<file path="config.mk">
export PLATFORM = sky130hd
export DESIGN_NAME = seg_scan_controller
export DESIGN_NICKNAME = d
export VERILOG_FILES = /design/src/rtl/seg_scan_controller.sv
export SDC_FILE = /design/constraint.sdc
export NUM_CORES = 1
export LEC_CHECK = 0
export BUFFER_PORTS_ARGS = -buffer_cell sky130_fd_sc_hd__buf_4
export CAP_MARGIN = 20
export CORE_MARGIN = 2
export CORE_UTILIZATION = 60
export DETAILED_ROUTE_END_ITERATION = 12
export PLACE_DENSITY = 0.88
export SYNTH_ARGS = -nofsm -noshare
export SYNTH_HDL_FRONTEND = slang
export SYNTH_SLANG_ARGS = --single-unit
</file>
<file path="constraint.sdc">
create_clock -name clk -period 7.6 [get_ports clk]
set_clock_uncertainty 0.2 [all_clocks]
set_input_delay 0.76 -clock clk [delete_from_list [all_inputs] [get_ports clk]]
set_output_delay 0.76 -clock clk [all_outputs]
set_load 0.005 [all_outputs]
</file>
<file path="src/rtl/seg_scan_controller.sv">
`default_nettype none
// +--------------------------------------------------------------------------+
// | Module   : seg_scan_controller                                           |
// | Purpose  : Scans NUM_DIGITS common-anode digits through one shared hex   |
// |            decoder; display updates are applied only at frame edges.     |
// | Revision : 1.0                                                           |
// +--------------------------------------------------------------------------+
module seg_scan_controller #(
  parameter int NUM_DIGITS   = 8,
  parameter int DWELL_CYCLES = 100000,
  parameter int BLANK_CYCLES = 1000
) (
  input  logic                    clk,
  input  logic                    reset,
  input  logic                    upd_valid,
  output logic                    upd_ready,
  input  logic [4*NUM_DIGITS-1:0] upd_value,
  input  logic [NUM_DIGITS-1:0]   upd_en,
  input  logic [NUM_DIGITS-1:0]   upd_dp,
  input  logic                    lz_blank,
  output logic [3:0]              digit,
  output logic [NUM_DIGITS-1:0]   an_n,
  output logic                    dp_n,
  output logic                    frame_start
);

  localparam int CNT_W = (DWELL_CYCLES > 1) ? $clog2(DWELL_CYCLES) : 1;
  localparam int IDX_W = $clog2(NUM_DIGITS);
  localparam logic [CNT_W-1:0] CNT_LAST  = CNT_W'(DWELL_CYCLES - 1);
  localparam logic [CNT_W-1:0] CNT_BLANK = CNT_W'(BLANK_CYCLES);
  localparam logic [IDX_W-1:0] IDX_LAST  = IDX_W'(NUM_DIGITS - 1);

  typedef enum logic [0:0] {
    PH_BLANK = 1'b0,
    PH_DRIVE = 1'b1
  } phase_t;

  phase_t                  phase_q, phase_d;
  logic [CNT_W-1:0]        cnt_q, cnt_d;
  logic [IDX_W-1:0]        idx_q, idx_d;
  logic [4*NUM_DIGITS-1:0] val_q, val_d, pval_q, pval_d;
  logic [NUM_DIGITS-1:0]   en_q, en_d, pen_q, pen_d;
  logic [NUM_DIGITS-1:0]   dp_q, dp_d, pdp_q, pdp_d;
  logic                    pend_q, pend_d;
  logic                    upd_ready_q, upd_ready_d;
  logic [3:0]              digit_q, digit_d;
  logic [NUM_DIGITS-1:0]   an_n_q, an_n_d;
  logic                    dp_n_q, dp_n_d;
  logic                    frame_start_q, frame_start_d;

  logic                    boundary;
  logic                    accept;
  logic                    visible;
  logic                    drive;
  logic [NUM_DIGITS-1:0]   sel;

  // zero_from[i]: nibbles i..NUM_DIGITS-1 of the shown value are all zero
  logic [NUM_DIGITS:1]     zero_from;
  logic [NUM_DIGITS-1:0]   lz_sup;

  assign zero_from[NUM_DIGITS] = 1'b1;
  assign lz_sup[0]             = 1'b0;

  for (genvar i = NUM_DIGITS - 1; i >= 1; i--) begin : g_lz
    assign zero_from[i] = zero_from[i+1] && (val_q[4*i +: 4] == 4'h0);
    assign lz_sup[i]    = zero_from[i];
  end

  always_comb begin
    cnt_d    = cnt_q + CNT_W'(1);
    idx_d    = idx_q;
    boundary = 1'b0;
    if (cnt_q == CNT_LAST) begin
      cnt_d = '0;
      if (idx_q == IDX_LAST) begin
        idx_d    = '0;
        boundary = 1'b1;
      end else begin
        idx_d = idx_q + IDX_W'(1);
      end
    end
    phase_d = (cnt_d < CNT_BLANK) ? PH_BLANK : PH_DRIVE;

    // Pending data is promoted before a same-edge accept can refill it;
    // both cannot coincide on pend=1 because ready is low then.
    accept = upd_valid && upd_ready_q;
    val_d  = val_q;
    en_d   = en_q;
    dp_d   = dp_q;
    pval_d = pval_q;
    pen_d  = pen_q;
    pdp_d  = pdp_q;
    pend_d = pend_q;
    if (boundary && pend_q) begin
      val_d  = pval_q;
      en_d   = pen_q;
      dp_d   = pdp_q;
      pend_d = 1'b0;
    end
    if (accept) begin
      pval_d = upd_value;
      pen_d  = upd_en;
      pdp_d  = upd_dp;
      pend_d = 1'b1;
    end
    upd_ready_d   = ~pend_d;
    frame_start_d = boundary;

    sel          = '0;
    sel[idx_q]   = 1'b1;
    visible      = en_q[idx_q] && !(lz_blank && lz_sup[idx_q]);
    drive        = (phase_q == PH_DRIVE) && visible;
    digit_d      = val_q[{idx_q, 2'b00} +: 4];
    an_n_d       = drive ? ~sel : '1;
    dp_n_d       = drive ? ~dp_q[idx_q] : 1'b1;
  end

  always_ff @(posedge clk or posedge reset) begin
    if (reset) begin
      phase_q       <= PH_BLANK;
      cnt_q         <= '0;
      idx_q         <= '0;
      val_q         <= '0;
      en_q          <= '1;
      dp_q          <= '0;
      pval_q        <= '0;
      pen_q         <= '0;
      pdp_q         <= '0;
      pend_q        <= 1'b0;
      upd_ready_q   <= 1'b0;
      digit_q       <= 4'h0;
      an_n_q        <= '1;
      dp_n_q        <= 1'b1;
      frame_start_q <= 1'b0;
    end else begin
      phase_q       <= phase_d;
      cnt_q         <= cnt_d;
      idx_q         <= idx_d;
      val_q         <= val_d;
      en_q          <= en_d;
      dp_q          <= dp_d;
      pval_q        <= pval_d;
      pen_q         <= pen_d;
      pdp_q         <= pdp_d;
      pend_q        <= pend_d;
      upd_ready_q   <= upd_ready_d;
      digit_q       <= digit_d;
      an_n_q        <= an_n_d;
      dp_n_q        <= dp_n_d;
      frame_start_q <= frame_start_d;
    end
  end

  assign upd_ready   = upd_ready_q;
  assign digit       = digit_q;
  assign an_n        = an_n_q;
  assign dp_n        = dp_n_q;
  assign frame_start = frame_start_q;

endmodule
`default_nettype wire
</file>
==> parameters.txt, run 1 <==
Parameter                              Value

Clock tree
  Clock latency on the worst-skew pair ... about 0.52 ns
  Number of H-tree levels ... 4
  Number of buffers added to fix hold violations after cts ... 0
  Maximum clock path buffer count ... 2
  Count of clock tree sinks ... between 100 and 150
  Number of buffers inserted during clock tree synthesis ... 17
  Clk root buf ... sky130_fd_sc_hd__clkbuf_8
  Clock-pin slew reported for the worst setup and hold paths after clock tree synthesis ... 0.06 ns
  Resized Gates After CTS ... 0
  Post-CTS setup-driven buffer insertion count ... 0
  Clock tree from TritonCTS ... done

GRT
  Global-route wire length before repair ... a little under 20000 um
  Number of global-route vias before repair ... 3863
  Global-route total usage across every layer ... 25.1%
  GRT Residual Overflow ... 0
  Antenna violations before repair ... 0
  Maximum number of pins on one net before global-route repair ... 85

Final layout
  Fraction of final layout cells with drive strength greater than 1 ... 44.6%
  Growth of design area from synthesis to finish ... 21.3%
  Number of nets in the layout ... around 550
  Fin area ... between 6000 and 7000 um2
  Final Core Density ... 75.1%
  Number of filler cells placed in the layout ... ~550
  Number of diodes ... 0
  Sequential Area ... 3350 um2
  Multi-input gate area ... about 2300 um2

Floorplanning
  Cell row count ... 35
  Die boundary width ... approximately 100 um
  Vertical die dimension ... just over 100 um
  Die footprint ... between 10000 and 15000 um2
  Core region area ... 9280 um2
  I/O Pins ... between 60 and 70
  Starting utilization of the core area ... between 60% and 70%

Setup path
  Cell count of the worst reg-to-reg path ... 5
  Critical path cell sequence ... ha_1, ha_1, nand4_1, buf_4, mux2_1
  WS Path Type ... register to register
  RR Endpoint ... val_q[1]$_DFFE_PP0P_
  Reg2Reg Launch Point ... idx_q[1]$_DFFE_PP0N_
  Arrival time at the worst endpoint ... 3.46 ns
  CP Data Required Time ... approximately 7.8 ns
  Type of destination of the critical path ... register
  Cell type with the highest occurrence count on the critical path ... sky130_fd_sc_hd__ha_1
  Critical path's slowest cell ... sky130_fd_sc_hd__dfrtp_1
  Highest fanout seen on the critical path ... 33
  Max incr delay on CP ... roughly 0.9 ns
  CP Launch Type ... register
  Flop-to-flop setup slack ... about 4.3 ns

Synth
  Count of mapped cells out of synthesis ... between 400 and 500
  Synth Net Count ... ~490
  Yosys warnings ... 0
  Yosys reg bits ... approximately 130
  Sequential cell area fraction in the yosys report ... 58.2%
  Cell area after technology mapping ... about 5800 um2
  EDFF count, synth ... 0
  Main synth FF type ... sky130_fd_sc_hd__dfrtp_1
  Mean instance size in the synthesized netlist ... about 13 um2
  Number of distinct library cells after synthesis ... 54
  Share of flip-flops with an asynchronous set or reset ... between 90% and 100%

Route
  Total via count after detailed routing ... about 3800
  Count of routing violations after the opening detailed-route iteration ... roughly 400
  Number of nets with antenna violations after routing ... 0
  Total wirelength of the detailed-routed design ... between 10000 and 15000 um
  Remaining DRCs ... 0
  Detailed Routing Iterations Pass 1 ... 7
  Average wire length per cell after detail routing ... between 15 and 20 um
  Detail-routed via count per cell ... approximately 6

Timing
  RSZ-0062 raised after global routing ... false
  Tmin final ... between 3 and 4 ns
  Hold violation count in the final report ... 0
  Worst max-slew margin expressed relative to the limit ... between 40% and 50%
  Post-Route Setup TNS ... 0 ns
  Final Max Slew Viols ... 0
  Setup Viol. Count Final ... 0
  Worst-Margin Slew ... 0.839 ns
  Peak clock frequency supported by timing ... slightly above 300 MHz
  Post-route clock period utilization ... a little over two fifths

Place
  Placement-stage cell area ... 6330 um2
  Count of buffers inserted at the top-level ports ... 66
  Weighted congestion reported at the end of routability-driven placement ... around 0.91
  Total half-perimeter wirelength after legalization and detailed placement ... just under 8000 um

Run
  Max-cap check violation count ... 0

Min path
  HP Class ... input port to asynchronous set/reset pin

Pwr
  LEAKAGE ... around 3.3 nW
  Worst ir drop on vdd ... 0.000178 V
  Power after layout ... about 1.8 mW
  Cell Pwr Density ... approximately 250 nW/um2

Status
  Result of the run ... completed
## worst max path at each step
stage	start	slack, ns	endpoint
after global routing	idx_q[1]$_DFFE_PP0N_	4.11	val_q[2]$_DFFE_PP0P_
after floorplan	reset	3.11	cnt_q[0]$_DFF_PP0_
after detailed placement	idx_q[1]$_DFFE_PP0N_	4.43	val_q[1]$_DFFE_PP0P_
after CTS	idx_q[1]$_DFFE_PP0N_	4.36	val_q[2]$_DFFE_PP0P_
after global placement	idx_q[1]$_DFFE_PP0N_	4.52	val_q[2]$_DFFE_PP0P_
final	idx_q[1]$_DFFE_PP0N_	4.34	val_q[1]$_DFFE_PP0P_
## cell usage after synthesis (3+ instances only)
cell	instances	area share, %
sky130_fd_sc_hd__nand2_1	25	1.6
sky130_fd_sc_hd__nand3_1	14	1.2
sky130_fd_sc_hd__clkbuf_1	13	0.85
sky130_fd_sc_hd__o22ai_1	3	0.33
sky130_fd_sc_hd__xor2_1	6	0.91
sky130_fd_sc_hd__xnor2_1	8	1.2
sky130_fd_sc_hd__ha_1	3	0.65
sky130_fd_sc_hd__mux2i_1	7	1.2
sky130_fd_sc_hd__a21oi_1	6	0.52
sky130_fd_sc_hd__nor4b_1	3	0.46
sky130_fd_sc_hd__inv_1	7	0.46
sky130_fd_sc_hd__nor3_1	6	0.52
sky130_fd_sc_hd__nor4_1	9	0.98
sky130_fd_sc_hd__o2111ai_1	4	0.61
sky130_fd_sc_hd__and3_1	6	0.65
sky130_fd_sc_hd__mux2_2	95	19
sky130_fd_sc_hd__o21ai_0	6	0.52
sky130_fd_sc_hd__dfrtp_1	116	50
sky130_fd_sc_hd__o211ai_1	3	0.39
sky130_fd_sc_hd__buf_2	5	0.44
sky130_fd_sc_hd__nor2_1	20	1.3
sky130_fd_sc_hd__nand4_1	5	0.54
sky130_fd_sc_hd__dfstp_2	17	7.8
sky130_fd_sc_hd__mux4_2	6	2.3
## routing by layer
metal  part of all wire (%)  global-route usage, %  vias up  wire length (um)
li1                       -                      -     1707                 -
met1                     39                   31.1     1864              4700
met2                     52                   42.1      175              6220
met3                    5.1                   6.09       46               614
met4                    3.6                   11.5        0               433
met5                      0                      0        -                 0
## area by class of cell
| cell class | instances | share of cell area, % |
|---|---|---|
| Clock inverter | 13 | 2.12 |
| Inverter | 8 | 0.466 |
| Tap cell | 129 | 2.31 |
| Timing Repair Buffer | 72 | 8.29 |
| Sequential cell | 133 | 48.0 |
| Clock buffer | 19 | 6.33 |
| Multi-Input combinational cell | 266 | 32.5 |
## cell families (layout without fill, tap and decap cells)
kind of cell	Yosys count	in the layout	share of synthesized area, %
buffers and inverters	31	112	2.42
xor gates and xnor gates	14	14	2.13
DFF	133	133	58.2
muxes	110	110	22.6
AOI/OAI and AO/OA	38	38	4.68
adders and majority gates	3	3	0.653
and+or+nand+nor	101	101	9.31
## state kept, by name, indices dropped and copies added, names as in the netlist
signal	count
upd_ready	1
cnt_q	17
dp_q	8
phase_q	1
frame_start	1
pend_q	1
dp_n	1
pen_q	8
pdp_q	8
en_q	8
an_n	8
pval_q	32
digit	4
val_q	32
idx_q	3
## power breakdown
group / total, mW / internal, mW / switching (mW)
registers: 0.835 / 0.788 / 0.0473
clock network: 0.798 / 0.489 / 0.309
logic: 0.123 / 0.0803 / 0.0424
total: 1.76 / 1.36 / 0.399
## cell usage in the layout, fill, tap and decap left out, types with 7 or more instances in the layout
cell type                   count
sky130_fd_sc_hd__buf_4         69
sky130_fd_sc_hd__clkbuf_16     16
sky130_fd_sc_hd__nand2_1       24
sky130_fd_sc_hd__nor2_1        20
sky130_fd_sc_hd__mux2_2        95
sky130_fd_sc_hd__dfstp_2       17
sky130_fd_sc_hd__mux2i_1        7
sky130_fd_sc_hd__nand3_1       14
sky130_fd_sc_hd__xnor2_1        8
sky130_fd_sc_hd__dfrtp_1      116
sky130_fd_sc_hd__nor4_1         9
## per-stage QoR
step	setup WS [ns]	cells	hold WS (ns)
after detailed placement	4.43	605	0.293
final	4.34	640	0.101
after floorplan	3.11	430	0.252
after global placement	4.52	605	0.281
after CTS	4.36	637	0.115
after global routing	4.11	640	0.150
## critical path, delay by kind of cell (launching register included)
family / cells / cell delay [ns]
flip-flops: 1 / 0.89
AND/OR/NAND/NOR: 1 / 0.64
buffers and inverters: 1 / 0.54
adder cells (fa/ha/maj): 2 / 0.49
multiplexers: 1 / 0.36
(Power assumes the default switching activity.)
==> run 2: changes to the inputs <==
ABC_AREA = 1   (was not set)
CORE_UTILIZATION = 53   (was 60)
PLACE_DENSITY = 0.82   (was 0.88)
clock period = 2.64 ns   (was 7.6 ns; I/O delays follow)
==> run 2 against run 1 <==
Against the previous run: core utilization decreased by 4.4 points; critical path type unchanged; wire length increased by 19%; via count increased by 30%; worst setup slack got worse by 3.9 ns; highest routed layer unchanged; synthesized cell count increased by 60%; register-to-register slack got worse by 3.9 ns; first-iteration DRC count decreased by 6.4%.
==> parameters.txt, run 2 <==
Parameter                              Value

Place
  Count of buffers inserted at the top-level ports ... 66 (unchanged)
  Placement-stage cell area ... 6600 um2 (was 6330 um2)
  Total half-perimeter wirelength after legalization and detailed placement ... 9350 um (was 7920 um)
  Weighted congestion reported at the end of routability-driven placement ... 0.913 (was 0.907)
  Pre-CTS worst setup slack ... 0.473 ns (was 4.43 ns)

Setup path
  CP Launch Type ... register (unchanged)
  Flop-to-flop setup slack ... 0.43 ns (was 4.34 ns)
  Arrival time at the worst endpoint ... 2.36 ns (was 3.46 ns)
  RR Endpoint ... dp_q[6]$_DFFE_PP0P_ (was val_q[1]$_DFFE_PP0P_)
  CP Data Required Time ... 2.79 ns (was 7.80 ns)
  Type of destination of the critical path ... register (unchanged)
  WS Path Type ... register to register (unchanged)
  Cell count of the worst reg-to-reg path ... 8 (was 5)
  Reg2Reg Launch Point ... idx_q[0]$_DFFE_PP0N_ (was idx_q[1]$_DFFE_PP0N_)
  Highest fanout seen on the critical path ... 22 (was 33)

Synth
  Mean instance size in the synthesized netlist ... 8.73 um2 (was 13.4 um2)
  Count of mapped cells out of synthesis ... 686 (was 430)
  Share of flip-flops with an asynchronous set or reset ... 100% (unchanged)
  Synth Net Count ... 741 (was 485)
  Post-synth top cells ... 173 x sky130_fd_sc_hd__nand2_1, 116 x sky130_fd_sc_hd__dfrtp_1, 110 x sky130_fd_sc_hd__inv_1, 59 x sky130_fd_sc_hd__o21ai_0, 56 x sky130_fd_sc_hd__nor2_1 (was 116 x sky130_fd_sc_hd__dfrtp_1, 95 x sky130_fd_sc_hd__mux2_2, 25 x sky130_fd_sc_hd__nand2_1, 20 x sky130_fd_sc_hd__nor2_1, 17 x sky130_fd_sc_hd__dfstp_2)
  Portion of synthesized cell area occupied by the leading cell type ... 48.5% (was 50.5%)
  Cell types occupying the most area after synthesis ... sky130_fd_sc_hd__dfrtp_1 48%, sky130_fd_sc_hd__nand2_1 11%, sky130_fd_sc_hd__dfstp_2 7.5% (was sky130_fd_sc_hd__dfrtp_1 50%, sky130_fd_sc_hd__mux2_2 19%, sky130_fd_sc_hd__dfstp_2 7.8%)
  Number of distinct library cells after synthesis ... 36 (was 54)
  Yosys reg bits ... 133 (unchanged)
  Cell type contributing the most total cell area after synthesis ... sky130_fd_sc_hd__dfrtp_1 (unchanged)
  Main synth FF type ... sky130_fd_sc_hd__dfrtp_1 (unchanged)
  Cell with the most instances after synthesis ... sky130_fd_sc_hd__nand2_1 (was sky130_fd_sc_hd__dfrtp_1)
  Sequential cell area fraction in the yosys report ... 55.9% (was 58.2%)
  Yosys warnings ... 0 (unchanged)
  EDFF count, synth ... 0 (unchanged)
  Cell area after technology mapping ... 5990 um2 (was 5750 um2)

Floorplanning
  Core region area ... 10900 um2 (was 9280 um2)
  Cell row count ... 38 (was 35)
  Die footprint ... 12200 um2 (was 10400 um2)
  Die boundary width ... 110 um (was 102 um)
  I/O Pins ... 67 (unchanged)
  Vertical die dimension ... 110 um (was 102 um)
  Starting utilization of the core area ... 54.8% (was 61.9%)

Timing
  RSZ-0062 raised after global routing ... false (unchanged)
  Tmin final ... 2.21 ns (was 3.26 ns)
  Setup Viol. Count Final ... 0 (unchanged)
  Worst max-slew margin expressed relative to the limit ... 62.7% (was 44.1%)
  Final Worst Setup Slack ... 0.430 ns (was 4.34 ns)
  Post-route clock period utilization ... 83.7% (was 42.9%)
  Peak clock frequency supported by timing ... 453 MHz (was 307 MHz)
  Worst-Margin Slew ... 0.559 ns (was 0.839 ns)
  Post-Route Setup TNS ... 0 ns (unchanged)
  Final Max Slew Viols ... 0 (unchanged)
  Hold violation count in the final report ... 0 (unchanged)

Route
  Average wire length per cell after detail routing ... 14.9 um (was 18.7 um)
  Number of nets with antenna violations after routing ... 0 (unchanged)
  Total wirelength of the detailed-routed design ... 14200 um (was 12000 um)
  Detailed Routing Iterations Pass 1 ... 5 (was 7)
  Count of routing violations after the opening detailed-route iteration ... 383 (was 409)
  Total via count after detailed routing ... 4944 (was 3792)
  Remaining DRCs ... 0 (unchanged)
  Detail-routed via count per cell ... 5.16 (was 5.93)

Pwr
  Cell Pwr Density ... 695 nW/um2 (was 252 nW/um2)
  Worst ir drop on vdd ... 0.000607 V (was 0.000178 V)
  Share of power burned in combinational logic ... 10.0% (was 7.0%)
  LEAKAGE ... 3.81 nW (was 3.27 nW)
  Sequential group share of total power ... 43.9% (was 47.6%)
  Clock share of power ... 46.1% (was 45.4%)
  Reported net switching power ... 1.24 mW (was 0.399 mW)
  Internal power contribution ... 4.14 mW (was 1.36 mW)
  Switch share ... 23.0% (was 22.7%)

Final layout
  Number of nets in the layout ... 861 (was 553)
  Fin area ... 7740 um2 (was 6980 um2)
  Number of diodes ... 0 (unchanged)
  Fraction of final layout cells with drive strength greater than 1 ... 19.7% (was 44.6%)
  Largest registers ... pval_q (32), val_q (32), cnt_q (17) (unchanged)
  Most common cell after layout, fill and taps aside ... sky130_fd_sc_hd__nand2_1 (was sky130_fd_sc_hd__dfrtp_1)
  Highest-count cells in the layout ignoring fill and taps ... 173 x sky130_fd_sc_hd__nand2_1, 116 x sky130_fd_sc_hd__dfrtp_1, 108 x sky130_fd_sc_hd__inv_1, 69 x sky130_fd_sc_hd__buf_4, 59 x sky130_fd_sc_hd__o21ai_0 (was 116 x sky130_fd_sc_hd__dfrtp_1, 95 x sky130_fd_sc_hd__mux2_2, 69 x sky130_fd_sc_hd__buf_4, 24 x sky130_fd_sc_hd__nand2_1, 20 x sky130_fd_sc_hd__nor2_1)
  Growth of design area from synthesis to finish ... 29.2% (was 21.3%)

GRT
  Global-route wire length before repair ... 23600 um (was 19400 um)
  GRT Residual Overflow ... 0 (unchanged)
  Maximum number of pins on one net before global-route repair ... 92 (was 85)
  Global-route total usage across every layer ... 25.9% (was 25.1%)
  Number of global-route vias before repair ... 4963 (was 3863)
  Antenna violations before repair ... 0 (unchanged)

Clock tree
  Clk root buf ... sky130_fd_sc_hd__clkbuf_16 (was sky130_fd_sc_hd__clkbuf_8)
  Number of H-tree levels ... 4 (unchanged)
  Count of clock tree sinks ... 133 (unchanged)
  Number of buffers inserted during clock tree synthesis ... 17 (unchanged)
  Clock tree from TritonCTS ... done (unchanged)
  Clock latency on the worst-skew pair ... 0.42 ns (was 0.52 ns)
  Clock-pin slew reported for the worst setup and hold paths after clock tree synthesis ... 0.06 ns (about the same)
  Maximum clock path buffer count ... 2 (unchanged)
  Resized Gates After CTS ... 0 (unchanged)

Min path
  Critical hold path startpoint ... upd_valid
  Count of cells along the worst hold path ... 4
  HP Class ... input port to register (was input port to asynchronous set/reset pin)
  Hold EP ... pdp_q[2]$_DFFE_PP0P_

Run
  Max-cap check violation count ... 0 (unchanged)

Status
  Result of the run ... completed (unchanged)
## run 2: cell families after synthesis
logic type,share of synthesized area [%]
compound gates,13.0
xor+xnor,0.731
fa+ha+maj,0.627
buf+inv,9.55
flops,55.9
simple gates,20.1
## run 2: layout make-up
| class | instances | area [um2] |
|---|---|---|
| flip-flops and latches | 133 | 3350 |
| fillers | 781 | 3200 |
| multi-input cells | 418 | 2070 |
| repair buffers | 123 | 1090 |
| clock buffers | 22 | 474 |
| inverters | 113 | 428 |
| well taps | 140 | 175 |
| clock inverters | 9 | 150 |
## run 2: worst max-delay path, cell delays in order, from the launching register on
cell and delay, ns:
sky130_fd_sc_hd__dfrtp_1 0.46, sky130_fd_sc_hd__ha_1 0.25, sky130_fd_sc_hd__ha_1 0.19, sky130_fd_sc_hd__inv_1 0.17
sky130_fd_sc_hd__nor2_8 0.08, sky130_fd_sc_hd__nand2_4 0.25, sky130_fd_sc_hd__buf_4 0.31, sky130_fd_sc_hd__nand2_1 0.11
sky130_fd_sc_hd__o21ai_1 0.09
## run 2: repair_timing
item | CTS | global route
endpoints found under the setup margin | 0 | 0
hold endpoints to repair | 65 | 0
setup buffers | 0 | 0
hold buffers | 51 | 0
## run 2: stage by stage
step | instances | total power [mW] | util [%] | hold slack (ns)
2_1_floorplan | 686 | 2.67 | - | 0.174
3_3_place_gp | 876 | 2.81 | 60.4 | 0.151
3_5_place_dp | 876 | 2.84 | 60.4 | 0.154
4_1_cts | 958 | 5.40 | 70.8 | 0.0184
5_1_grt | 958 | 5.60 | 70.8 | 0.0186
6_report | 958 | 5.38 | 70.8 | 0.0210
## run 2: worst max-delay path by stage
| stage | from | end | slack (ns) | cells after the start |
|---|---|---|---|---|
| floorplan | reset | cnt_q[0]$_DFF_PP0_ | 0.54 | 1 |
| global placement | cnt_q[0]$_DFF_PP0_ | val_q[13]$_DFFE_PP0P_ | 0.55 | 11 |
| detailed placement | idx_q[0]$_DFFE_PP0N_ | en_q[0]$_DFFE_PP1P_ | 0.47 | 8 |
| CTS | idx_q[0]$_DFFE_PP0N_ | en_q[0]$_DFFE_PP1P_ | 0.46 | 8 |
| global route | idx_q[0]$_DFFE_PP0N_ | dp_q[6]$_DFFE_PP0P_ | 0.31 | 8 |
| finish | idx_q[0]$_DFFE_PP0N_ | dp_q[6]$_DFFE_PP0P_ | 0.43 | 8 |
## run 2: power groups by stage
stage / Clock (mW) / Sequential [mW] / Combinational, mW
after floorplan: 0 / 2.37 / 0.297
after global placement: 0 / 2.38 / 0.432
after detailed placement: 0 / 2.39 / 0.456
after CTS: 2.51 / 2.36 / 0.535
after global routing: 2.60 / 2.38 / 0.612
final: 2.48 / 2.36 / 0.538
## run 2: layer usage
layer	GRT usage [%]	vias to the layer above	part of all wire, %
met3	5.76	31	4.0
met5	0	-	0
li1	-	2388	-
met2	43.2	141	52
met4	10.9	0	2.3
met1	32.9	2384	42
==> run 3: changes to the inputs <==
CORE_UTILIZATION = 58   (was 53)
PLACE_DENSITY = 0.85   (was 0.82)
clock period = 2.1 ns   (was 2.64 ns; I/O delays follow)
==> run 3 against run 2 <==
Against the previous run: the flow now finishes with violations (negative hold slack); combinational power is 29% higher; cell count is 0.31% higher; critical path depth is 3 higher; wire length is 1.4% higher; hold slack worse by 0.025 ns; sequential cell count stayed put; via count is 2.5% higher; global-route usage is 1.1 points higher; non-clock buffer count is 6 higher.
==> parameters.txt, run 3 (synthesis results as in run 2) <==
Parameter                              Value

Timing
  Worst-Margin Slew ... 0.473 ns (was 0.559 ns)
  Post-Route Setup TNS ... 0 ns (unchanged)
  Peak clock frequency supported by timing ... 493 MHz (was 453 MHz)
  Post-route clock period utilization ... 96.6% (was 83.7%)
  Tmin final ... 2.03 ns (was 2.21 ns)
  Final Max Slew Viols ... 0 (unchanged)
  Hold violation count in the final report ... 1 (was 0)
  RSZ-0062 raised after global routing ... true (was false)
  Setup Viol. Count Final ... 0 (unchanged)
  Worst-case hold slack ... -0.00361 ns (was 0.0210 ns)
  Worst max-slew margin expressed relative to the limit ... 68.4% (was 62.7%)

Status
  Result of the run ... finished with violations (was completed)
  Violated checks ... negative hold slack

Final layout
  Number of nets in the layout ... 867 (was 861)
  Most common cell after layout, fill and taps aside ... sky130_fd_sc_hd__nand2_1 (unchanged)
  Number of diodes ... 0 (unchanged)
  Highest-count cells in the layout ignoring fill and taps ... 172 x sky130_fd_sc_hd__nand2_1, 116 x sky130_fd_sc_hd__dfrtp_1, 108 x sky130_fd_sc_hd__inv_1, 71 x sky130_fd_sc_hd__buf_4, 58 x sky130_fd_sc_hd__o21ai_0 (was 173 x sky130_fd_sc_hd__nand2_1, 116 x sky130_fd_sc_hd__dfrtp_1, 108 x sky130_fd_sc_hd__inv_1, 69 x sky130_fd_sc_hd__buf_4, 59 x sky130_fd_sc_hd__o21ai_0)
  Number of filler cells placed in the layout ... 658 (was 781)
  Fin area ... 7760 um2 (was 7740 um2)
  Non-filler cells, final ... 961 (was 958)
  Largest registers ... pval_q (32), val_q (32), cnt_q (17) (unchanged)
  Final Core Density ... 76.2% (was 70.8%)
  Fraction of final layout cells with drive strength greater than 1 ... 20.2% (was 19.7%)
  Growth of design area from synthesis to finish ... 29.6% (was 29.2%)

Place
  Placement-stage cell area ... 6620 um2 (was 6600 um2)
  Count of buffers inserted at the top-level ports ... 66 (unchanged)
  Total half-perimeter wirelength after legalization and detailed placement ... 9030 um (was 9350 um)
  Cell Count Post-Placement ... 873 (was 876)
  Weighted congestion reported at the end of routability-driven placement ... 0.866 (was 0.913)

Clock tree
  Count of clock tree sinks ... 133 (unchanged)
  Clk root buf ... sky130_fd_sc_hd__clkbuf_8 (was sky130_fd_sc_hd__clkbuf_16)
  Clock tree from TritonCTS ... done (unchanged)
  Number of H-tree levels ... 4 (unchanged)
  Number of buffers inserted during clock tree synthesis ... 17 (unchanged)
  Maximum clock path buffer count ... 2 (unchanged)
  Clock-pin slew reported for the worst setup and hold paths after clock tree synthesis ... 0.06 ns (about the same)
  Clock latency on the worst-skew pair ... 0.53 ns (was 0.42 ns)

Route
  Count of routing violations after the opening detailed-route iteration ... 475 (was 383)
  Number of nets with antenna violations after routing ... 0 (unchanged)
  Detailed Routing Iterations Pass 1 ... 6 (was 5)
  Average wire length per cell after detail routing ... 15.0 um (was 14.9 um)
  Detail-routed via count per cell ... 5.27 (was 5.16)
  Remaining DRCs ... 0 (unchanged)
  Total via count after detailed routing ... 5067 (was 4944)
  Total wirelength of the detailed-routed design ... 14400 um (was 14200 um)

Setup path
  Reg2Reg Launch Point ... cnt_q[0]$_DFF_PP0_ (was idx_q[0]$_DFFE_PP0N_)
  CP Data Required Time ... 2.31 ns (was 2.79 ns)
  Highest fanout seen on the critical path ... 25 (was 22)
  RR Endpoint ... val_q[25]$_DFFE_PP0P_ (was dp_q[6]$_DFFE_PP0P_)
  Cell count of the worst reg-to-reg path ... 11 (was 8)
  Type of destination of the critical path ... register (unchanged)
  WS Path Type ... register to register (unchanged)
  Flop-to-flop setup slack ... 0.07 ns (was 0.43 ns)
  Arrival time at the worst endpoint ... 2.24 ns (was 2.36 ns)
  CP Launch Type ... register (unchanged)

Min path
  HP Class ... input port to register (unchanged)
  Count of cells along the worst hold path ... 6 (was 4)
  Hold EP ... an_n[2]$_DFF_PP1_ (was pdp_q[2]$_DFFE_PP0P_)
  Critical hold path startpoint ... lz_blank (was upd_valid)

Floorplanning
  Die footprint ... 11200 um2 (was 12200 um2)
  Die boundary width ... 106 um (was 110 um)
  Cell row count ... 37 (was 38)
  Starting utilization of the core area ... 58.8% (was 54.8%)
  I/O Pins ... 67 (unchanged)
  Vertical die dimension ... 106 um (was 110 um)
  Core region area ... 10200 um2 (was 10900 um2)

GRT
  Global-route wire length before repair ... 23500 um (was 23600 um)
  Number of global-route vias before repair ... 5034 (was 4963)
  Maximum number of pins on one net before global-route repair ... 68 (was 92)
  Global-route total usage across every layer ... 27.0% (was 25.9%)
  Antenna violations before repair ... 0 (unchanged)
  GRT Residual Overflow ... 0 (unchanged)

Pwr
  LEAKAGE ... 3.82 nW (was 3.81 nW)
  Cell Pwr Density ... 818 nW/um2 (was 695 nW/um2)
  Worst ir drop on vdd ... 0.000566 V (was 0.000607 V)

Run
  Max-cap check violation count ... 0 (unchanged)
run 3: cell types whose count changed in the layout (fill, tap and decap cells not counted), moves of 2 or more:
cell | previous run | this run
sky130_fd_sc_hd__buf_4 | 69 | 71
sky130_fd_sc_hd__clkbuf_8 | 3 | 8
sky130_fd_sc_hd__bufinv_16 | 4 | 0
sky130_fd_sc_hd__clkbuf_1 | 2 | 5
run 3: timing repair:
| action | CTS | global route |
|---|---|---|
| gates resized for setup | 0 | 8 |
| hold buffers | 52 | 0 |
| endpoints found under the hold margin | 164 | 0 |
| endpoints found under the setup margin | 0 | 56 |
| setup buffers | 0 | 3 |
run 3: area by class of cell:
cell class | count | area (um2) | share of cell area [%]
clock buffer | 29 | 529 | 6.82
clock inverter | 3 | 17.5 | 0.226
sequential | 133 | 3350 | 43.2
timing repair buffer | 129 | 1180 | 15.2
tap | 136 | 170 | 2.19
multi-input combinational | 418 | 2090 | 26.9
inverter | 113 | 428 | 5.52
run 3: worst max-delay path by stage:
| stage | slack (ns) | endpoint | startpoint | depth (start not counted) |
|---|---|---|---|---|
| 2_1_floorplan | 0.05 | cnt_q[0]$_DFF_PP0_ | reset | 1 |
| 3_3_place_gp | 0.05 | an_n[0]$_DFF_PP1_ | idx_q[1]$_DFFE_PP0N_ | 9 |
| 3_5_place_dp | 0.05 | val_q[27]$_DFFE_PP0P_ | idx_q[0]$_DFFE_PP0N_ | 8 |
| 4_1_cts | 0.004 | val_q[12]$_DFFE_PP0P_ | cnt_q[0]$_DFF_PP0_ | 11 |
| 5_1_grt | -0.03 | val_q[23]$_DFFE_PP0P_ | cnt_q[0]$_DFF_PP0_ | 11 |
| 6_report | 0.07 | val_q[25]$_DFFE_PP0P_ | cnt_q[0]$_DFF_PP0_ | 11 |
run 3: power by group:
part	internal, mW	switching [mW]	leakage [nW]
sequential	2.87	0.104	1.70
clock	1.67	1.00	0.269
combinational	0.279	0.414	1.85
total	4.82	1.52	3.82
run 3: layer usage:
layer,track usage (%),up-vias,wire length (um)
li1,-,2406,-
met1,34.6,2406,5930
met2,44.9,210,7200
met3,7.05,45,910
met4,9.30,0,386
met5,0,-,0
run 3: per-stage QoR:
stage / total power, mW / worst slack, ns
finish: 6.34 / 0.0707
CTS: 6.35 / 0.00435
floorplan: 3.35 / 0.0527
global route: 6.62 / -0.0343
detailed placement: 3.59 / 0.0479
global placement: 3.55 / 0.0509
run 3: worst max-delay path: stages, from the launching register on:
cell and delay, ns:
sky130_fd_sc_hd__dfrtp_1 0.35, sky130_fd_sc_hd__ha_1 0.18, sky130_fd_sc_hd__nand2_1 0.08, sky130_fd_sc_hd__inv_2 0.10
sky130_fd_sc_hd__nand2_4 0.07, sky130_fd_sc_hd__nor2_4 0.12, sky130_fd_sc_hd__nand3_4 0.11, sky130_fd_sc_hd__nor2_8 0.20
sky130_fd_sc_hd__nand2_8 0.12, sky130_fd_sc_hd__clkbuf_16 0.24, sky130_fd_sc_hd__nand2_1 0.07, sky130_fd_sc_hd__o21ai_1 0.06
